**config.mk**
```make
export PLATFORM = sky130hd
export DESIGN_NAME = paddle_render
export DESIGN_NICKNAME = d
export VERILOG_FILES = /design/src/rtl/breakout_pkg.sv /design/src/rtl/paddle_rect_scan.sv /design/src/rtl/paddle_render.sv
export SDC_FILE = /design/constraint.sdc
export NUM_CORES = 1
export LEC_CHECK = 0
export ABC_AREA = 0
export CAP_MARGIN = 0
export CORE_MARGIN = 2
export CORE_UTILIZATION = 50
export DETAILED_ROUTE_END_ITERATION = 6
export DONT_BUFFER_PORTS = 1
export MAX_ROUTING_LAYER = met4
export SYNTH_ARGS = -nofsm -noshare
export SYNTH_HDL_FRONTEND = slang
export SYNTH_SLANG_ARGS = --single-unit
export TNS_END_PERCENT = 10
```
**constraint.sdc**
```tcl
create_clock -name clk -period 3.8 [get_ports clk]
set_input_delay 0.19 -clock clk [delete_from_list [all_inputs] [get_ports clk]]
set_output_delay 0.19 -clock clk [all_outputs]
set_load 0.005 [all_outputs]
```
**src/rtl/breakout_pkg.sv**
```systemverilog
// Shared constants and types for the breakout game datapath.
package breakout_pkg;

    // Screen geometry.
    localparam int H_RES          = 640;
    localparam int V_RES          = 480;

    // Paddle geometry and start position.
    localparam int PADDLE_HALF_W  = 40;
    localparam int PADDLE_RESET_X = 320;
    localparam int PADDLE_Y       = 460;
    localparam int PADDLE_HEIGHT  = 8;

    // 3-bit RGB colours written to the VGA plotter.
    localparam logic [2:0] COLOUR_FG = 3'b111;
    localparam logic [2:0] COLOUR_BG = 3'b000;

    // Paddle renderer sequencing states.
    typedef enum logic [1:0] {
        ST_IDLE,
        ST_ERASE,
        ST_DRAW,
        ST_DONE
    } render_state_t;

endpackage

```
**src/rtl/paddle_rect_scan.sv**
```systemverilog
// Column/row scanner for one paddle rectangle. Columns are carried in
// 11 bits so a paddle hanging off the left edge appears as a large
// unsigned value, which the renderer treats as off-screen.
module paddle_rect_scan #(
    parameter int HALF_W   = breakout_pkg::PADDLE_HALF_W,
    parameter int HEIGHT   = breakout_pkg::PADDLE_HEIGHT,
    parameter int PADDLE_Y = breakout_pkg::PADDLE_Y
) (
    input  logic        clk,
    input  logic        resetn,
    input  logic        load,
    input  logic        step,
    input  logic [9:0]  cx,
    output logic [9:0]  x,
    output logic [8:0]  y,
    output logic [10:0] col_nxt,
    output logic        last
);

    localparam logic [8:0] ROW_FIRST = 9'(PADDLE_Y);
    localparam logic [8:0] ROW_LAST  = 9'(PADDLE_Y + HEIGHT - 1);

    logic [10:0] col_q;
    logic [10:0] col_first_q;
    logic [10:0] col_end_q;
    logic [10:0] ld_first;
    logic [10:0] ld_last;
    logic        col_end_hit;

    assign ld_first    = {1'b0, cx} - 11'(HALF_W);
    assign ld_last     = {1'b0, cx} + 11'(HALF_W - 1);
    assign col_end_hit = (col_q == col_end_q);
    assign last        = col_end_hit && (y == ROW_LAST);
    assign x           = col_q[9:0];

    // Column the scanner will hold after this edge; lets the renderer
    // register the matching plot-enable in the same cycle.
    always_comb begin
        col_nxt = col_q;
        if (load) begin
            col_nxt = ld_first;
        end else if (step) begin
            col_nxt = col_end_hit ? col_first_q : col_q + 11'd1;
        end
    end

    // Column counter wraps to the left edge at row end; row counter follows.
    always_ff @(posedge clk or negedge resetn) begin
        if (!resetn) begin
            col_q       <= '0;
            col_first_q <= '0;
            col_end_q   <= '0;
            y           <= '0;
        end else if (load) begin
            col_q       <= ld_first;
            col_first_q <= ld_first;
            col_end_q   <= ld_last;
            y           <= ROW_FIRST;
        end else if (step) begin
            col_q <= col_nxt;
            if (col_end_hit) begin
                y <= y + 9'd1;
            end
        end
    end

endmodule

```
**src/rtl/paddle_render.sv**
```systemverilog
// Paddle renderer: on each frame tick erases the old paddle rectangle and
// draws the new one through the VGA plotter's pixel-write handshake.
module paddle_render #(
    parameter int         H_RES     = breakout_pkg::H_RES,
    parameter int         PADDLE_Y  = breakout_pkg::PADDLE_Y,
    parameter int         HALF_W    = breakout_pkg::PADDLE_HALF_W,
    parameter int         HEIGHT    = breakout_pkg::PADDLE_HEIGHT,
    parameter logic [2:0] FG_COLOUR = breakout_pkg::COLOUR_FG,
    parameter logic [2:0] BG_COLOUR = breakout_pkg::COLOUR_BG
) (
    input  logic       clk,
    input  logic       resetn,
    input  logic       start,
    input  logic [9:0] paddle_x,
    input  logic       ready,
    output logic [9:0] x,
    output logic [8:0] y,
    output logic [2:0] colour,
    output logic       plot,
    output logic       busy,
    output logic       done
);

    import breakout_pkg::*;

    render_state_t state;
    logic [9:0]    new_x;
    logic [9:0]    old_x;
    logic          old_valid;

    logic          adv;
    logic          scan_load;
    logic          scan_step;
    logic [9:0]    scan_cx;
    logic [10:0]   col_nxt;
    logic          scan_last;

    // Off-screen columns (including negative ones, which wrap high) are
    // scanned but never presented to the plotter.
    function automatic logic in_range(input logic [10:0] c);
        return c < 11'(H_RES);
    endfunction

    paddle_rect_scan #(
        .HALF_W   (HALF_W),
        .HEIGHT   (HEIGHT),
        .PADDLE_Y (PADDLE_Y)
    ) u_scan (
        .clk     (clk),
        .resetn  (resetn),
        .load    (scan_load),
        .step    (scan_step),
        .cx      (scan_cx),
        .x       (x),
        .y       (y),
        .col_nxt (col_nxt),
        .last    (scan_last)
    );

    // Scanner control: a suppressed pixel advances without waiting on ready.
    always_comb begin
        adv       = ((state == ST_ERASE) || (state == ST_DRAW)) && (!plot || ready);
        scan_load = 1'b0;
        scan_step = 1'b0;
        scan_cx   = new_x;
        unique case (state)
            ST_IDLE: begin
                if (start && !(old_valid && (paddle_x == old_x))) begin
                    scan_load = 1'b1;
                    scan_cx   = old_valid ? old_x : paddle_x;
                end
            end
            ST_ERASE: begin
                if (adv) begin
                    if (scan_last) begin
                        scan_load = 1'b1;
                        scan_cx   = new_x;
                    end else begin
                        scan_step = 1'b1;
                    end
                end
            end
            ST_DRAW: begin
                if (adv && !scan_last) begin
                    scan_step = 1'b1;
                end
            end
            default: ;
        endcase
    end

    // Sequencer with registered plot/colour/busy/done outputs.
    always_ff @(posedge clk or negedge resetn) begin
        if (!resetn) begin
            state     <= ST_IDLE;
            new_x     <= '0;
            old_x     <= '0;
            old_valid <= 1'b0;
            colour    <= BG_COLOUR;
            plot      <= 1'b0;
            busy      <= 1'b0;
            done      <= 1'b0;
        end else begin
            done <= 1'b0;
            unique case (state)
                ST_IDLE: begin
                    if (start) begin
                        new_x <= paddle_x;
                        if (old_valid && (paddle_x == old_x)) begin
                            state <= ST_DONE;
                            done  <= 1'b1;
                        end else begin
                            state  <= old_valid ? ST_ERASE : ST_DRAW;
                            colour <= old_valid ? BG_COLOUR : FG_COLOUR;
                            plot   <= in_range(col_nxt);
                            busy   <= 1'b1;
                        end
                    end
                end
                ST_ERASE: begin
                    if (adv) begin
                        plot <= in_range(col_nxt);
                        if (scan_last) begin
                            state  <= ST_DRAW;
                            colour <= FG_COLOUR;
                        end
                    end
                end
                ST_DRAW: begin
                    if (adv) begin
                        if (scan_last) begin
                            state     <= ST_DONE;
                            plot      <= 1'b0;
                            busy      <= 1'b0;
                            done      <= 1'b1;
                            old_x     <= new_x;
                            old_valid <= 1'b1;
                        end else begin
                            plot <= in_range(col_nxt);
                        end
                    end
                end
                ST_DONE: begin
                    state <= ST_IDLE;
                end
                default: state <= ST_IDLE;
            endcase
        end
    end

endmodule

```
==> qor.csv <==
metric,value,unit
fin_skew,0.008102,ns
synth_cell_types,66,
period_minus_slack,3.152,ns
yosysSeqAreaShare,40.08,%
drt.antenna.violating_nets,0,
synth_top_area_share,40.08,%
leakagePower,2.116,nW
clockBufferDepth,2,
synth_common_cells,"69 x dfrtp_1, 68 x nand2_1, 49 x nor2_1, 30 x o21ai_0, 24 x xor2_1",
hold_class,in -> reg,
die_x,96.82,um
netlist_area,4308,sq um
cts_resized,0,
post-synth-top-count-cell,dfrtp_1,
timing.slew.headroom,52.65,%
setup_viol,0,
synth_edf_count,0,
synth_ff_type,dfrtp_1,
cp.arrival,3.39,ns
drive_gt1_share,12.47,%
grt_pass1_vias,3305,
crit_required,4.04,ns
antenna_found_initial,0,
synthArstFlopShare,100.0,%
gp_congestion,0.8166,
initial_core_util,51.91,%
synth_nets,490,
vias_per_cell,5.753,
yosysTopAreaCell,dfrtp_1,
criticalPathCategory,reg -> reg,
switching_share,27.38,%
dp_hpwl,7.056,mm
drt-pass1-iter-count,4,
io_pins,39,
combPwrFrac,9.3,%
route.detailed.drc,0,
port_buffers,0,
outcome,"complete, no violations",
holdPathStages,2,
fin_hold_ws,0.07429,ns
finalNetCount,490,
rsz0062_at_grt,false,
wl,10.04,mm
crit_path_max_fanout,21,
dpl_cell_area,4297,sq um
ys_seq_elements,69,
cellPowerDensity,330.3,nW/um^2
drv_cap,0,
n_fill_cell,743,
vias,3325,
regArea,1727,sq um
post_cts_buffers,0,
end_kind,register,
worstSkewPairLatency,0.35,ns
synthTopCellsByArea,"dfrtp_1 40%, nand2_1 5.9%, xor2_1 4.9%, nor2_1 4.3%, mux2_2 4.2%",
cts_tree,built,
slew_violations,0,
tightest_slew,0.7102,ns
internal-power,1.104,mW
area_growth,6.825,%
multiInputGateArea,2341,sq um
stdcell_area,4602,sq um
p_clk_share,36.8,%
overflow,0,
switchingPower,416.2,uW
reg2regPathDepth,10,
numCtsBuffers,9,
wl_per_cell,17.37,um
cts_htree_levels,3,
grt_usage,22.66,%
die_h,96.82,um
die_area,9374,sq um
netlist_instances,468,
cts.reportedPaths.clkPinSlew,0.08,ns
fin_crit_sh,82.94,%
antenna_cells,0,
drtIter0Drc,102,
finalHoldViolCount,0,
fp.coreArea,8299,sq um
ys_warn_count,0,
rows,33,
root_buffer,clkbuf_8,
cts.sinks,69,
tns,0,ns
cp-start-kind,register,
synth_area_per_cell,9.205,sq um
p_seq_share,54.0,%
grt_pass1_wl,16.73,mm
fmaxAchievable,317.3,MHz
peakVddDrop,0.1762,mV
grt_max_degree,70,
==> flip-flops by register name, indices dropped and copies added, names as in the netlist <==
name / flops
u_scan.y: 9
old_valid: 1
u_scan.col_end_q: 11
new_x: 10
u_scan.col_q: 11
state: 2
colour: 1
old_x: 10
u_scan.col_first_q: 11
busy: 1
plot: 1
done: 1
==> area by class of cell <==
| cell class | count | share of cell area [%] |
|---|---|---|
| clock inverters | 4 | 0.4894 |
| well taps | 105 | 2.855 |
| inverters | 8 | 0.6525 |
| repair buffers | 20 | 4.241 |
| flip-flops and latches | 69 | 37.52 |
| multi-input cells | 360 | 50.87 |
| clock buffers | 12 | 3.371 |
==> per-layer routing <==
layer  wire length, um  up-vias  GRT usage [%]  share of wire, %
li1                  -     1638              -                 -
met1              4777     1606          28.99                48
met2              4741       62          36.38                47
met3               351       19          4.624               3.5
met4               168        0          7.151               1.7
met5                 0        -              -                 0
==> placed cells by master, fill, tap and decap left out, types with 4 or more instances in the layout <==
cell type,synthesis,layout
a211oi_1,5,5
a21o_1,6,6
a21oi_1,23,23
and2_1,4,4
and3_1,6,6
and4_1,4,4
buf_4,15,9
clkbuf_8,1,11
dfrtp_1,69,69
dlygate4sd3_1,0,10
ha_1,8,8
inv_1,7,7
mux2_2,16,16
mux2i_1,13,13
nand2_1,68,68
nand2b_1,8,8
nand3_1,11,11
nand4_1,4,4
nor2_1,49,49
nor2b_1,4,4
nor3_1,10,10
o21ai_0,30,30
o21ai_1,4,4
xnor2_1,12,12
xor2_1,24,24
==> cell families after synthesis <==
| group | after synthesis | synth area share, % |
|---|---|---|
| buffers and inverters | 39 | 5.577 |
| muxes | 32 | 8.161 |
| AOI/OAI and AO/OA | 104 | 16.79 |
| adders and majority gates | 8 | 2.324 |
| xor gates and xnor gates | 36 | 7.319 |
| DFF | 69 | 40.08 |
| and+or+nand+nor | 180 | 19.75 |
==> final timing paths <==
path	startpoint	end	slack, ns
max reg2reg	state[0]	plot	0.65
min in group asynchronous	resetn	u_scan.col_q[2]	0.38
max	state[0]	plot	0.65
max in group asynchronous	resetn	colour[1]	3.14
min reg2reg	u_scan.col_first_q[0]	u_scan.col_first_q[0]	0.48
min	paddle_x[1]	new_x[1]	0.07
==> per-stage QoR <==
| stage | instances | worst slack (ns) | util, % | power [mW] |
|---|---|---|---|---|
| 2_1_floorplan | 468 | 1.014 | - | 0.9212 |
| 3_3_place_gp | 551 | 0.6879 | 51.77 | 0.9484 |
| 3_5_place_dp | 551 | 0.6778 | 51.77 | 0.9513 |
| 4_1_cts | 578 | 0.6363 | 55.45 | 1.532 |
| 5_1_grt | 578 | 0.4044 | 55.45 | 1.598 |
| 6_report | 578 | 0.6485 | 55.45 | 1.520 |
==> power by group through the flow <==
stage,Sequential (mW),Combinational [mW],Clock (mW)
3_3_place_gp,0.836,0.112,0
5_1_grt,0.829,0.161,0.608
4_1_cts,0.822,0.143,0.568
3_5_place_dp,0.836,0.115,0
2_1_floorplan,0.824,0.0976,0
6_report,0.821,0.141,0.559
==> worst max-delay path: stages (launching register included) <==
cell and delay, ns:
dfrtp_1 0.42, inv_1 0.13, ha_1 0.24, and2_1 0.61, nand2_1 0.20, nor3b_1 0.34, nor2_1 0.20, a21boi_2 0.21
xnor2_1 0.32, a21boi_1 0.14, a31o_1 0.22
==> timing repair <==
item | CTS | global route
hold buffers | 11 | 0
endpoints found under the setup margin | 0 | 0
endpoints found under the hold margin | 78 | 0
Note: power is estimated with default switching activity, not from simulation.
